### src/rtl/ram_pkg.sv
// ram_pkg: definitions shared by the DRAM controller and its timer.
//   ramState_t    - controller state (7 states, 3-bit encoding)
//   TIMER_W       - width of the shared precharge/RAS-low timer
//   TRP_DEF       - default precharge length in cycles (nRAS high)
//   TRAS_REF_DEF  - default nRAS-low length during refresh, in cycles
//   timerLoadVal  - converts a cycle count into the value loaded into the
//                   timer (the state is left on the edge after the timer
//                   reads zero, so n cycles load n-1)
package ram_pkg;

  localparam int TIMER_W      = 3;
  localparam int TRP_DEF      = 2;
  localparam int TRAS_REF_DEF = 3;

  typedef enum logic [2:0] {
    IDLE    = 3'd0,
    ACC_RAS = 3'd1,
    ACC_CAS = 3'd2,
    HOLD    = 3'd3,
    REF_CAS = 3'd4,
    REF_RAS = 3'd5,
    PRE     = 3'd6
  } ramState_t;

  function automatic logic [TIMER_W-1:0] timerLoadVal(input int cycles);
    return TIMER_W'(cycles - 1);
  endfunction

endpackage

### src/rtl/ram_timer.sv
// ram_timer: loadable down counter with a zero flag. Shared by the refresh
// RAS-low phase and the precharge phase of ram_ctl.
// Ports:
//   FCLK    - system clock, rising edge
//   nRST    - synchronous active-low reset, clears the count
//   load    - load loadVal this edge (takes priority over dec)
//   loadVal - value to load
//   dec     - count down by one this edge; holds at zero, never wraps
//   zero    - count is zero
module ram_timer
  import ram_pkg::*;
(
  input  logic               FCLK,
  input  logic               nRST,
  input  logic               load,
  input  logic [TIMER_W-1:0] loadVal,
  input  logic               dec,
  output logic               zero
);

  logic [TIMER_W-1:0] count;

  always_ff @(posedge FCLK) begin
    if (!nRST) begin
      count <= '0;
    end else if (load) begin
      count <= loadVal;
    end else if (dec && (count != '0)) begin
      count <= count - TIMER_W'(1);
    end
  end

  assign zero = (count == '0);

endmodule

### src/rtl/ram_ctl.sv
// ram_ctl: DRAM controller serving 68HC000 bus cycles for the FSB block and
// arbitrating CAS-before-RAS refresh against CPU accesses.
// Ports:
//   FCLK        - system clock, all state changes on the rising edge
//   nRST        - synchronous active-low reset
//   ASActive    - AS currently asserted (from FSB)
//   ASInactive  - AS negated and settled (from FSB)
//   RAMCS       - address decodes to DRAM
//   nUDS, nLDS  - CPU upper/lower data strobes
//   nWE         - CPU R/W (0 = write)
//   RefReq      - refresh owed this period (from FSB)
//   RefUrgent   - refresh overdue, preempts a pending CPU access
//   RefAck      - one-cycle pulse when a refresh has been performed
//   RAMReady    - DRAM data valid / write accepted (to FSB Ready)
//   nRAS        - DRAM row strobe
//   nUCAS       - DRAM column strobe, upper byte
//   nLCAS       - DRAM column strobe, lower byte
//   nRAMWE      - DRAM write enable
//   RASEL       - address mux select: 0 = row, 1 = column
//   dbgState    - current controller state
//
// Handshake: a CPU cycle is requested by ASActive & RAMCS seen in IDLE.
// RAMReady rises once the column strobes are driven and stays high until
// the CPU negates AS (ASInactive); the controller then precharges for TRP
// cycles before it accepts the next request or a refresh. A refresh request
// (RefReq/RefUrgent) is acknowledged by a single RefAck pulse.
module ram_ctl
  import ram_pkg::*;
#(
  parameter int TRP      = TRP_DEF,
  parameter int TRAS_REF = TRAS_REF_DEF
) (
  input  logic      FCLK,
  input  logic      nRST,
  input  logic      ASActive,
  input  logic      ASInactive,
  input  logic      RAMCS,
  input  logic      nUDS,
  input  logic      nLDS,
  input  logic      nWE,
  input  logic      RefReq,
  input  logic      RefUrgent,
  output logic      RefAck,
  output logic      RAMReady,
  output logic      nRAS,
  output logic      nUCAS,
  output logic      nLCAS,
  output logic      nRAMWE,
  output logic      RASEL,
  output ramState_t dbgState
);

  localparam logic [TIMER_W-1:0] TRP_LOAD  = timerLoadVal(TRP);
  localparam logic [TIMER_W-1:0] TRAS_LOAD = timerLoadVal(TRAS_REF);

  ramState_t          state;
  logic               tmrLoad;
  logic [TIMER_W-1:0] tmrVal;
  logic               tmrDec;
  logic               tmrZero;
  logic               dsAny;

  assign dsAny    = ~nUDS | ~nLDS;
  assign dbgState = state;

  // Timer control mirrors the transitions below: TRAS_REF is loaded as the
  // refresh enters REF_RAS, TRP whenever a state is about to enter PRE.
  always_comb begin
    tmrLoad = 1'b0;
    tmrVal  = '0;
    tmrDec  = 1'b0;
    unique case (state)
      REF_CAS: begin
        tmrLoad = 1'b1;
        tmrVal  = TRAS_LOAD;
      end
      REF_RAS: begin
        if (tmrZero) begin
          tmrLoad = 1'b1;
          tmrVal  = TRP_LOAD;
        end else begin
          tmrDec = 1'b1;
        end
      end
      ACC_RAS: begin
        if (!dsAny && ASInactive) begin
          tmrLoad = 1'b1;
          tmrVal  = TRP_LOAD;
        end
      end
      HOLD: begin
        if (ASInactive) begin
          tmrLoad = 1'b1;
          tmrVal  = TRP_LOAD;
        end
      end
      PRE: begin
        tmrDec = 1'b1;
      end
      default: begin
        tmrLoad = 1'b0;
      end
    endcase
  end

  ram_timer uTimer (
    .FCLK    (FCLK),
    .nRST    (nRST),
    .load    (tmrLoad),
    .loadVal (tmrVal),
    .dec     (tmrDec),
    .zero    (tmrZero)
  );

  always_ff @(posedge FCLK) begin
    if (!nRST) begin
      state    <= IDLE;
      nRAS     <= 1'b1;
      nUCAS    <= 1'b1;
      nLCAS    <= 1'b1;
      nRAMWE   <= 1'b1;
      RASEL    <= 1'b0;
      RAMReady <= 1'b0;
      RefAck   <= 1'b0;
    end else begin
      RefAck <= 1'b0;
      unique case (state)
        IDLE: begin
          // An overdue refresh beats a CPU cycle; an owed one only runs
          // while the bus is quiet.
          if (RefUrgent) begin
            state <= REF_CAS;
            nUCAS <= 1'b0;
            nLCAS <= 1'b0;
          end else if (ASActive && RAMCS) begin
            state  <= ACC_RAS;
            nRAS   <= 1'b0;
            nRAMWE <= nWE;
          end else if (RefReq && !ASActive) begin
            state <= REF_CAS;
            nUCAS <= 1'b0;
            nLCAS <= 1'b0;
          end
        end

        ACC_RAS: begin
          // Row has been latched by now, so switch the mux to the column.
          RASEL  <= 1'b1;
          nRAMWE <= nWE;
          if (dsAny) begin
            state    <= ACC_CAS;
            nUCAS    <= nUDS;
            nLCAS    <= nLDS;
            RAMReady <= RAMCS;
          end else if (ASInactive) begin
            // Aborted cycle: no data strobe ever arrived.
            state    <= PRE;
            nRAS     <= 1'b1;
            nRAMWE   <= 1'b1;
            RASEL    <= 1'b0;
          end
        end

        ACC_CAS: begin
          state <= HOLD;
        end

        HOLD: begin
          if (ASInactive) begin
            state    <= PRE;
            nRAS     <= 1'b1;
            nUCAS    <= 1'b1;
            nLCAS    <= 1'b1;
            nRAMWE   <= 1'b1;
            RASEL    <= 1'b0;
            RAMReady <= 1'b0;
          end
        end

        REF_CAS: begin
          // CAS already low for one cycle; RAS now falls (CAS-before-RAS).
          state  <= REF_RAS;
          nRAS   <= 1'b0;
          RefAck <= 1'b1;
        end

        REF_RAS: begin
          if (tmrZero) begin
            state <= PRE;
            nRAS  <= 1'b1;
            nUCAS <= 1'b1;
            nLCAS <= 1'b1;
          end
        end

        PRE: begin
          if (tmrZero) begin
            state <= IDLE;
          end
        end

        default: begin
          state <= IDLE;
        end
      endcase
    end
  end

endmodule

### config.mk
export PLATFORM = sky130hd
export DESIGN_NAME = ram_ctl
export DESIGN_NICKNAME = d
export VERILOG_FILES = /design/src/rtl/ram_pkg.sv /design/src/rtl/ram_timer.sv /design/src/rtl/ram_ctl.sv
export SDC_FILE = /design/constraint.sdc
export NUM_CORES = 1
export LEC_CHECK = 0
export ABC_AREA = 1
export BUFFER_PORTS_ARGS = -buffer_cell sky130_fd_sc_hd__buf_4
export CORE_MARGIN = 2
export CORE_UTILIZATION = 49
export CTS_CLUSTER_SIZE = 8
export DETAILED_ROUTE_END_ITERATION = 12
export GPL_TIMING_DRIVEN = 0
export PLACE_DENSITY = 0.75
export RECOVER_POWER = 50
export SETUP_SLACK_MARGIN = 0.4
export SYNTH_ARGS = -nofsm -noshare
export SYNTH_HDL_FRONTEND = slang
export SYNTH_SLANG_ARGS = --single-unit
export TNS_END_PERCENT = 100
### constraint.sdc
create_clock -name FCLK -period 1.45 [get_ports FCLK]
set_input_delay 0.145 -clock FCLK [delete_from_list [all_inputs] [get_ports FCLK]]
set_output_delay 0.145 -clock FCLK [all_outputs]
set_load 0.005 [all_outputs]
==> results of run 1 <==
## flip-flops by register name, indices dropped and copies added (netlist names)
name          count
dbgState          3
uTimer.count      3
RAMReady          1
RASEL             1
RefAck            1
nLCAS             1
nRAMWE            1
nRAS              1
nUCAS             1
## cell usage after synthesis
cell / n
ha_1: 2
o21ai_0: 3
buf_2: 1
a21oi_1: 5
nor2_4: 3
o211ai_1: 1
inv_2: 3
nand3_2: 2
nand4_1: 5
nand2_2: 4
nor3_1: 3
nand2_1: 32
nor2_1: 23
inv_12: 1
inv_4: 1
inv_6: 1
inv_1: 19
buf_6: 3
o21ai_2: 1
nand3_4: 2
a21boi_1: 1
nand3_1: 18
nand2_4: 2
o21ai_1: 4
dfxtp_1: 13
nor2_2: 4
o21bai_1: 2
## cells in the final DEF (no fill, tap or decap)
master | netlist | final
o211ai_1 | 1 | 1
clkbuf_1 | 0 | 2
nor3_1 | 3 | 3
inv_12 | 1 | 1
nor2_4 | 3 | 8
o21bai_1 | 2 | 2
nand2_4 | 2 | 3
dfxtp_1 | 13 | 9
nand3_4 | 2 | 4
nand2_2 | 4 | 8
nor2_1 | 23 | 17
buf_2 | 1 | 1
nand3_2 | 2 | 5
o21ai_4 | 0 | 1
o21ai_0 | 3 | 1
a21oi_1 | 5 | 4
dfxtp_2 | 0 | 4
nand3_1 | 18 | 13
nor2_2 | 4 | 5
inv_2 | 3 | 6
buf_6 | 3 | 2
nand4_1 | 5 | 5
o21ai_1 | 4 | 3
inv_1 | 19 | 14
a21oi_2 | 0 | 1
inv_4 | 1 | 2
o21ai_2 | 1 | 3
inv_8 | 0 | 2
buf_12 | 0 | 3
a21boi_1 | 1 | 1
nand2_1 | 32 | 27
clkbuf_4 | 0 | 9
buf_4 | 0 | 28
ha_4 | 0 | 2
## final timing paths
path | from | end | slack (ns) | depth (start not counted)
hold reg to reg | nRAMWE | nRAMWE | 0.46 | 2
hold / removal | nRST | nUCAS | 0.15 | 2
setup / recovery | dbgState[2] | uTimer.count[0] | 0.12 | 8
setup reg to reg | dbgState[2] | uTimer.count[0] | 0.12 | 8
## stage by stage
step / util / area, µm² / total power, W
final: 0.7929 / 1572 / 0.003450
after global routing: 0.7929 / 1572 / 0.003715
after CTS: 0.7462 / 1479 / 0.003257
after detailed placement: 0.6528 / 1294 / 0.002633
after global placement: 0.6528 / 1294 / 0.002578
after floorplan: - / 1125 / 0.002189
## cell type report
type / count / area [µm²]
multi-input combinational: 117 / 773.2
fill: 134 / 410.4
timing repair buffer: 37 / 281.5
sequential: 13 / 265.3
inverter: 25 / 126.4
buffer: 4 / 65.06
tap: 27 / 33.78
clock buffer: 4 / 26.28
## critical path, stage by stage (launching register included)
cell and delay [ns]:
dfxtp_2 0.36, buf_12 0.14, inv_12 0.05, nand3_2 0.10, nor2_1 0.07, nor2_2 0.23
o21ai_1 0.12, nor2_1 0.12, nor2_1 0.05
## kinds of logic after synthesis
family | Yosys count
simple gates | 98
buf+inv | 29
compound gates | 17
fa+ha+maj | 2
flops | 13
## power by group
group / internal (W) / switching, W
clock network: 0.000107 / 0.000131
registers: 0.000517 / 0.0000885
logic: 0.00121 / 0.00139
total: 0.00184 / 0.00161
## metal layers
| layer | routed length, µm | vias to the layer above | global-route usage |
|---|---|---|---|
| met5 | 0 | - | 0 |
| met4 | 65 | 0 | 0.08333 |
| met3 | 150 | 9 | 0.03030 |
| met2 | 1382 | 35 | 0.3750 |
| met1 | 1232 | 537 | 0.3265 |
| li1 | - | 594 | - |
## timing repair
action | CTS | global route
endpoints found under the setup margin | 12 | 13
setup buffers | 11 | 8
gates resized for setup | 19 | 13
pin swaps | 16 | 11
==> out/results.txt, run 1 <==
status = completed
WP data required = 1.64 ns
setup total negative slack = 0 ns
via count = 1175
Setup violations, final = 0
simple-gate area share of the yosys netlist = 0.4844
Syn-to-layout area delta = 50.96%
WL/cell = 12.47 µm
IO Port Bufs = 18
clock latency on the worst-skew pair = 0.29 ns
Synth warnings = 0
Starting Density = 0.5253
Compound-Gate Fraction of Synth Area = 0.09495
Max Cap Viol = 0
# nets final = 213
Worst VDD drop = 1.499 mV
CP max FO = 8
num rows = 16
overall routed net length = 2.830 mm
drt initial violations = 31
GR Overflow Total = 0
Synth Cell Area = 1041 µm²
Hold Buf Count CTS = 0
Final Hold Violating Endpoints = 0
RSZ-0062 raised after global routing = true
Global Route Usage Sum = 0.2365
CTS Buf Count = 3
leakage power = 0.7922 nW
Synth top area share = 0.2500
clock tree from TritonCTS = done
height of the chip = 50.09 µm
HP Class = in -> reg
routed vias/inst = 5.176
dpl cells = 204
Non-Filler Instances = 227
Syn Inst Count = 159
Power per Cell Area = 2195 nW/µm²
worst-margin pin slew = 0.2357 ns
fmax = 750.5 MHz
Root Buffer = clkbuf_4
WS Path Type = reg -> reg
vias in the first global route = 1027
Inserted Diodes = 0
htree depth = 1
setup ws final = 0.1176 ns
largest family of logic cells by synthesized area = simple AND/OR/NAND/NOR gates
mux cell area share after synthesis = 0
period utilization = 0.9189
Post-Synth XOR/XNOR Area = 0
CP startpoint kind = flop
CTS Sinks = 13
first-pass iteration count of the detailed router = 4
synth top area cells = dfxtp_1 25%, nand2_1 12%, nand3_1 8.7%
initial antenna violation count = 0
CTS max path bufs = 2
RePlAce Congestion = 0.8504
largest net degree at the start of global routing = 10
Synth cell types = 27
sequential area share after synthesis = 0.2500
worst rel slew slack = 0.8427
Post-Synth Adder-Cell Area = 0.02404
Hold WS = 0.1469 ns
Final Max Tran Viols = 0
min cycle time layout = 1.332 ns
CP Capture Type = flop
drt drc = 0
Worst Path Arrival = 1.52 ns
antenna viol nets, final = 0
Mapped Nets = 171
Die W = 50.09 µm
core area = 1982 µm²
FF+latch count, synth = 13
clock skew = 0.002227 ns
Worst-path clk slew = 0.08 ns
syn avg cell area = 6.547 µm²
Die Footprint = 2509 µm²
area leader, netlist = dfxtp_1
I/O Pins = 20
first-pass GRT wire length = 4.498 mm
dpl hpwl = 1.885 mm
share of cells above drive strength 1 = 0.4900
dpl ws = 0.1451 ns
Power figures use the tool's default switching activity.
==> run 2: changes to the inputs <==
- SETUP_SLACK_MARGIN: 0.4 -> 0.05
==> out/results.txt, run 2 (synthesis gave the netlist of run 1 again) <==
status = completed
WL/cell = 12.26 µm
first-pass iteration count of the detailed router = 4
dpl hpwl = 1.864 mm
period utilization = 0.9648
Worst Path Arrival = 1.60 ns
RePlAce Congestion = 0.8613
WP data required = 1.65 ns
via count = 1087
dpl ws = -0.06108 ns
drt drc = 0
Root Buffer = clkbuf_4
largest net degree at the start of global routing = 10
setup total negative slack = 0 ns
share of power burned in registers = 0.200
Critical R2R Capture = uTimer.count[0]
NetSw = 0.001441 W
drt initial violations = 23
CP Buf/Inv Count = 2
worst rel slew slack = 0.8255
clock tree from TritonCTS = done
clock skew = 0.003021 ns
Worst VDD drop = 1.349 mV
Inserted Diodes = 0
htree depth = 1
CP startpoint = dbgState[2]
first-pass GRT wire length = 4.015 mm
CTS Sinks = 13
HP Class = in -> reg
core area = 1982 µm²
worst r2r path cells = 8
IO Port Bufs = 18
flop2flop setup slack = 0.05 ns
reg-to-reg startpoint = dbgState[2]
height of the chip = 50.09 µm
Final Max Tran Viols = 0
CP max FO = 9
Hold Crit Depth = 2
num rows = 16
Die W = 50.09 µm
Final Hold Violating Endpoints = 0
cell family with most CP delay = simple AND/OR/NAND/NOR gates
Worst-path clk slew = 0.09 ns
Setup violations, final = 0
CP Capture Type = flop
Syn-to-layout area delta = 26.80%
Power per Cell Area = 2188 nW/µm²
CP max stage cell = dfxtp_1
GR Overflow Total = 0
Max Cap Viol = 0
CTS max path bufs = 2
initial antenna violation count = 0
vias in the first global route = 901
Die Footprint = 2509 µm²
leakage power = 0.6837 nW
overall routed net length = 2.575 mm
CP startpoint kind = flop
sw frac = 0.4989
final core occ = 0.6660
most common cell after layout, fill and taps aside = nand2_1
fmax = 714.8 MHz
Starting Density = 0.5253
internal power = 0.001447 W
Global Route Usage Sum = 0.2116
worst-margin pin slew = 0.2608 ns
WS Path Type = reg -> reg
antenna viol nets, final = 0
setup ws final = 0.05105 ns
I/O Pins = 20
Clk network pwr share = 0.085
cell mode on critical path = nor2_1
clock latency on the worst-skew pair = 0.30 ns
share of cells above drive strength 1 = 0.3443
# nets final = 196
RSZ-0062 raised after global routing = true
critical path cell sequence = buf_6 > inv_12 > nand3_4 > nor2_4 > nor2_2 > o21ai_1 > nor2_1 > nor2_1
commonest cells after routing, fill and taps aside = 31 x nand2_1, 20 x nor2_1, 16 x inv_1, 16 x nand3_1, 13 x dfxtp_1
Crit path depth = 8
crit-path max cell delay = 0.35 ns
routed vias/inst = 5.176
Critical Path Sink = uTimer.count[0]
min cycle time layout = 1.399 ns
hold_sp = nRST
CTS Buf Count = 3
logic gate share of total power = 0.715
[run 2: final cells by class]
class                           instances  area, µm²
Fill cell                             178      661.9
Clock buffer                            3      22.52
Buffer                                  4      38.79
Tap cell                               27      33.78
Multi-Input combinational cell        117      693.2
Timing Repair Buffer                   20      150.1
Sequential cell                        13      260.3
Clock inverter                          1      5.005
Inverter                               25      116.4
[run 2: power groups by stage]
stage | combinational [W] | clock (W) | sequential (W)
6_report | 0.00206 | 0.000246 | 0.000577
5_1_grt | 0.00226 | 0.000267 | 0.000594
4_1_cts | 0.00181 | 0.000253 | 0.000576
3_5_place_dp | 0.00178 | 0 | 0.000584
3_3_place_gp | 0.00173 | 0 | 0.000577
2_1_floorplan | 0.00134 | 0 | 0.000592
[run 2: per-stage QoR]
stage	total power (W)	cells	hold WS [ns]	area, µm²
after floorplan	0.001928	159	0.3326	1041
after CTS	0.002641	208	0.1361	1245
after detailed placement	0.002362	204	0.4445	1210
after global placement	0.002308	204	0.4406	1210
final	0.002888	210	0.1373	1320
after global routing	0.003124	210	0.1479	1320
[run 2: routing by layer]
metal | wire length [µm] | up-vias | track usage
met5 | 0 | - | 0
met4 | 60 | 0 | 0.1250
met3 | 85 | 5 | 0.01818
met2 | 1235 | 26 | 0.3202
met1 | 1194 | 498 | 0.2894
li1 | - | 558 | -
[run 2: how the worst min path moves through the flow]
| stage | to | slack [ns] |
|---|---|---|
| after global placement | nRAMWE | 0.44 |
| after global routing | nUCAS | 0.15 |
| after CTS | nLCAS | 0.14 |
| after detailed placement | nLCAS | 0.44 |
| after floorplan | RAMReady | 0.33 |
| final | nUCAS | 0.14 |
[run 2: what timing repair did]
| action | 4_1_cts | 5_1_grt |
|---|---|---|
| hold buffers | 0 | 0 |
| pin swaps | 0 | 4 |
| hold endpoints to repair | 0 | 0 |
| endpoints found under the setup margin | 3 | 6 |
| resized for setup | 3 | 15 |
| setup buffers | 0 | 2 |
==> run 3: changes to the inputs <==
- BUFFER_PORTS_ARGS: -buffer_cell sky130_fd_sc_hd__buf_4 -> -buffer_cell sky130_fd_sc_hd__buf_2
==> out/results.txt, run 3 (synthesis gave the netlist of run 1 again) <==
status = completed
min cycle time layout = 1.347 ns
antenna viol nets, final = 0
RSZ-0062 raised after global routing = true
Worst Path Arrival = 1.59 ns
fmax = 742.4 MHz
CTS Buf Count = 3
busiest grt layer = met2
largest net degree at the start of global routing = 10
met2 Use GR = 0.3487
HP Class = in -> reg
routed vias/inst = 5.344
commonest cells after routing, fill and taps aside = 31 x nand2_1, 20 x nor2_1, 17 x nand3_1
Worst VDD drop = 1.207 mV
cell mode on critical path = nor2_1
drt drc = 0
first-pass GRT wire length = 4.353 mm
dpl cells = 204
period utilization = 0.9289
Final Hold Violating Endpoints = 0
CP max FO = 3
worst rel slew slack = 0.8377
Non-Filler Instances = 212
CP max stage cell = dfxtp_1
CTS max path bufs = 2
CP Buf/Inv Count = 1
IO Port Bufs = 18
htree depth = 1
Hold WS = 0.1413 ns
final core occ = 0.6414
crit-path max cell delay = 0.33 ns
most common cell after layout, fill and taps aside = nand2_1
drt initial violations = 42
setup ws final = 0.1030 ns
Die W = 50.09 µm
initial antenna violation count = 0
Max Cap Viol = 0
CP startpoint kind = flop
worst-margin pin slew = 0.2425 ns
Setup violations, final = 0
Global Route Usage Sum = 0.2273
I/O Pins = 20
leakage power = 0.6607 nW
cell family with most CP delay = simple AND/OR/NAND/NOR gates
CP Capture Type = flop
vias in the first global route = 1000
Power per Cell Area = 2221 nW/µm²
Die Footprint = 2509 µm²
WS Path Type = reg -> reg
Inserted Diodes = 0
Final Max Tran Viols = 0
met1 Usage GRT = 0.3167
core area = 1982 µm²
via count = 1133
Starting Density = 0.5253
share of cells above drive strength 1 = 0.3351
height of the chip = 50.09 µm
clock tree from TritonCTS = done
overall routed net length = 2.674 mm
WP data required = 1.69 ns
Syn-to-layout area delta = 22.12%
clock skew = 0.002142 ns
num rows = 16
Worst-path clk slew = 0.09 ns
first-pass iteration count of the detailed router = 4
# nets final = 198
GR Overflow Total = 0
WL/cell = 12.61 µm
critical path cell sequence = inv_2 > ha_4 > ha_4 > o21ai_2 > nand3_2 > nor2_1 > nor2_1 > nor2_1
CTS Sinks = 13
RePlAce Congestion = 0.8405
clock latency on the worst-skew pair = 0.30 ns
Root Buffer = clkbuf_4
dpl hpwl = 1.851 mm
M3 GR Usage = 0.02727
dpl ws = -0.06019 ns
-- run 3: per-stage QoR --
step / power [W] / setup TNS, ns / instance area, µm²
after floorplan: 0.001928 / 0 / 1041
after global placement: 0.002237 / -0.09483 / 1165
after detailed placement: 0.002280 / -0.1538 / 1165
after CTS: 0.002642 / 0 / 1225
after global routing: 0.003101 / 0 / 1271
final: 0.002823 / 0 / 1271
-- run 3: worst reg2reg max path: stages (launching register included) --
cell and delay, ns:
dfxtp_1 0.33, inv_2 0.05, ha_4 0.16, ha_4 0.17, o21ai_2 0.21, nand3_2 0.12
nor2_1 0.11, nor2_1 0.05, nor2_1 0.11
-- run 3: repair_timing --
action                     in CTS  in global routing
setup buffers                   2                  1
hold endpoints to repair        0                  0
cloned                          0                  1
hold buffers                    0                  0
resized for setup               5                 13
pin swaps                       2                  5
setup endpoints to repair       4                  8
-- run 3: layout make-up --
type,count,area [µm²]
flip-flops and latches,13,261.5
clock inverters,1,5.005
clock buffers,3,22.52
inverters,25,116.4
fillers,191,710.7
plain buffers,4,38.79
multi-input cells,117,680.7
well taps,27,33.78
repair buffers,22,112.6
-- run 3: path summary, 6_finish.rpt --
path | depth (start not counted) | slack (ns) | from | end
setup / recovery | 8 | 0.10 | uTimer.count[1] | uTimer.count[1]
hold / removal | 2 | 0.14 | nRST | nRAMWE
setup reg to reg | 8 | 0.10 | uTimer.count[1] | uTimer.count[1]
hold reg to reg | 2 | 0.46 | nRAMWE | nRAMWE
-- run 3: where the power goes --
part           internal (W)  switching (W)  leakage (nW)  total (W)
Combinational      0.000791        0.00120         0.535    0.00200
Clock              0.000103       0.000143        0.0177   0.000246
Sequential         0.000508      0.0000725         0.108   0.000581
Total               0.00140        0.00142         0.661    0.00282
-- run 3: routing by layer --
layer  part of all wire  up-vias  wire length, µm
met2               0.46       53             1237
met3              0.080        7              213
met4              0.022        0               60
li1                   -      559                -
met1               0.43      514             1162
met5                  0        -                0
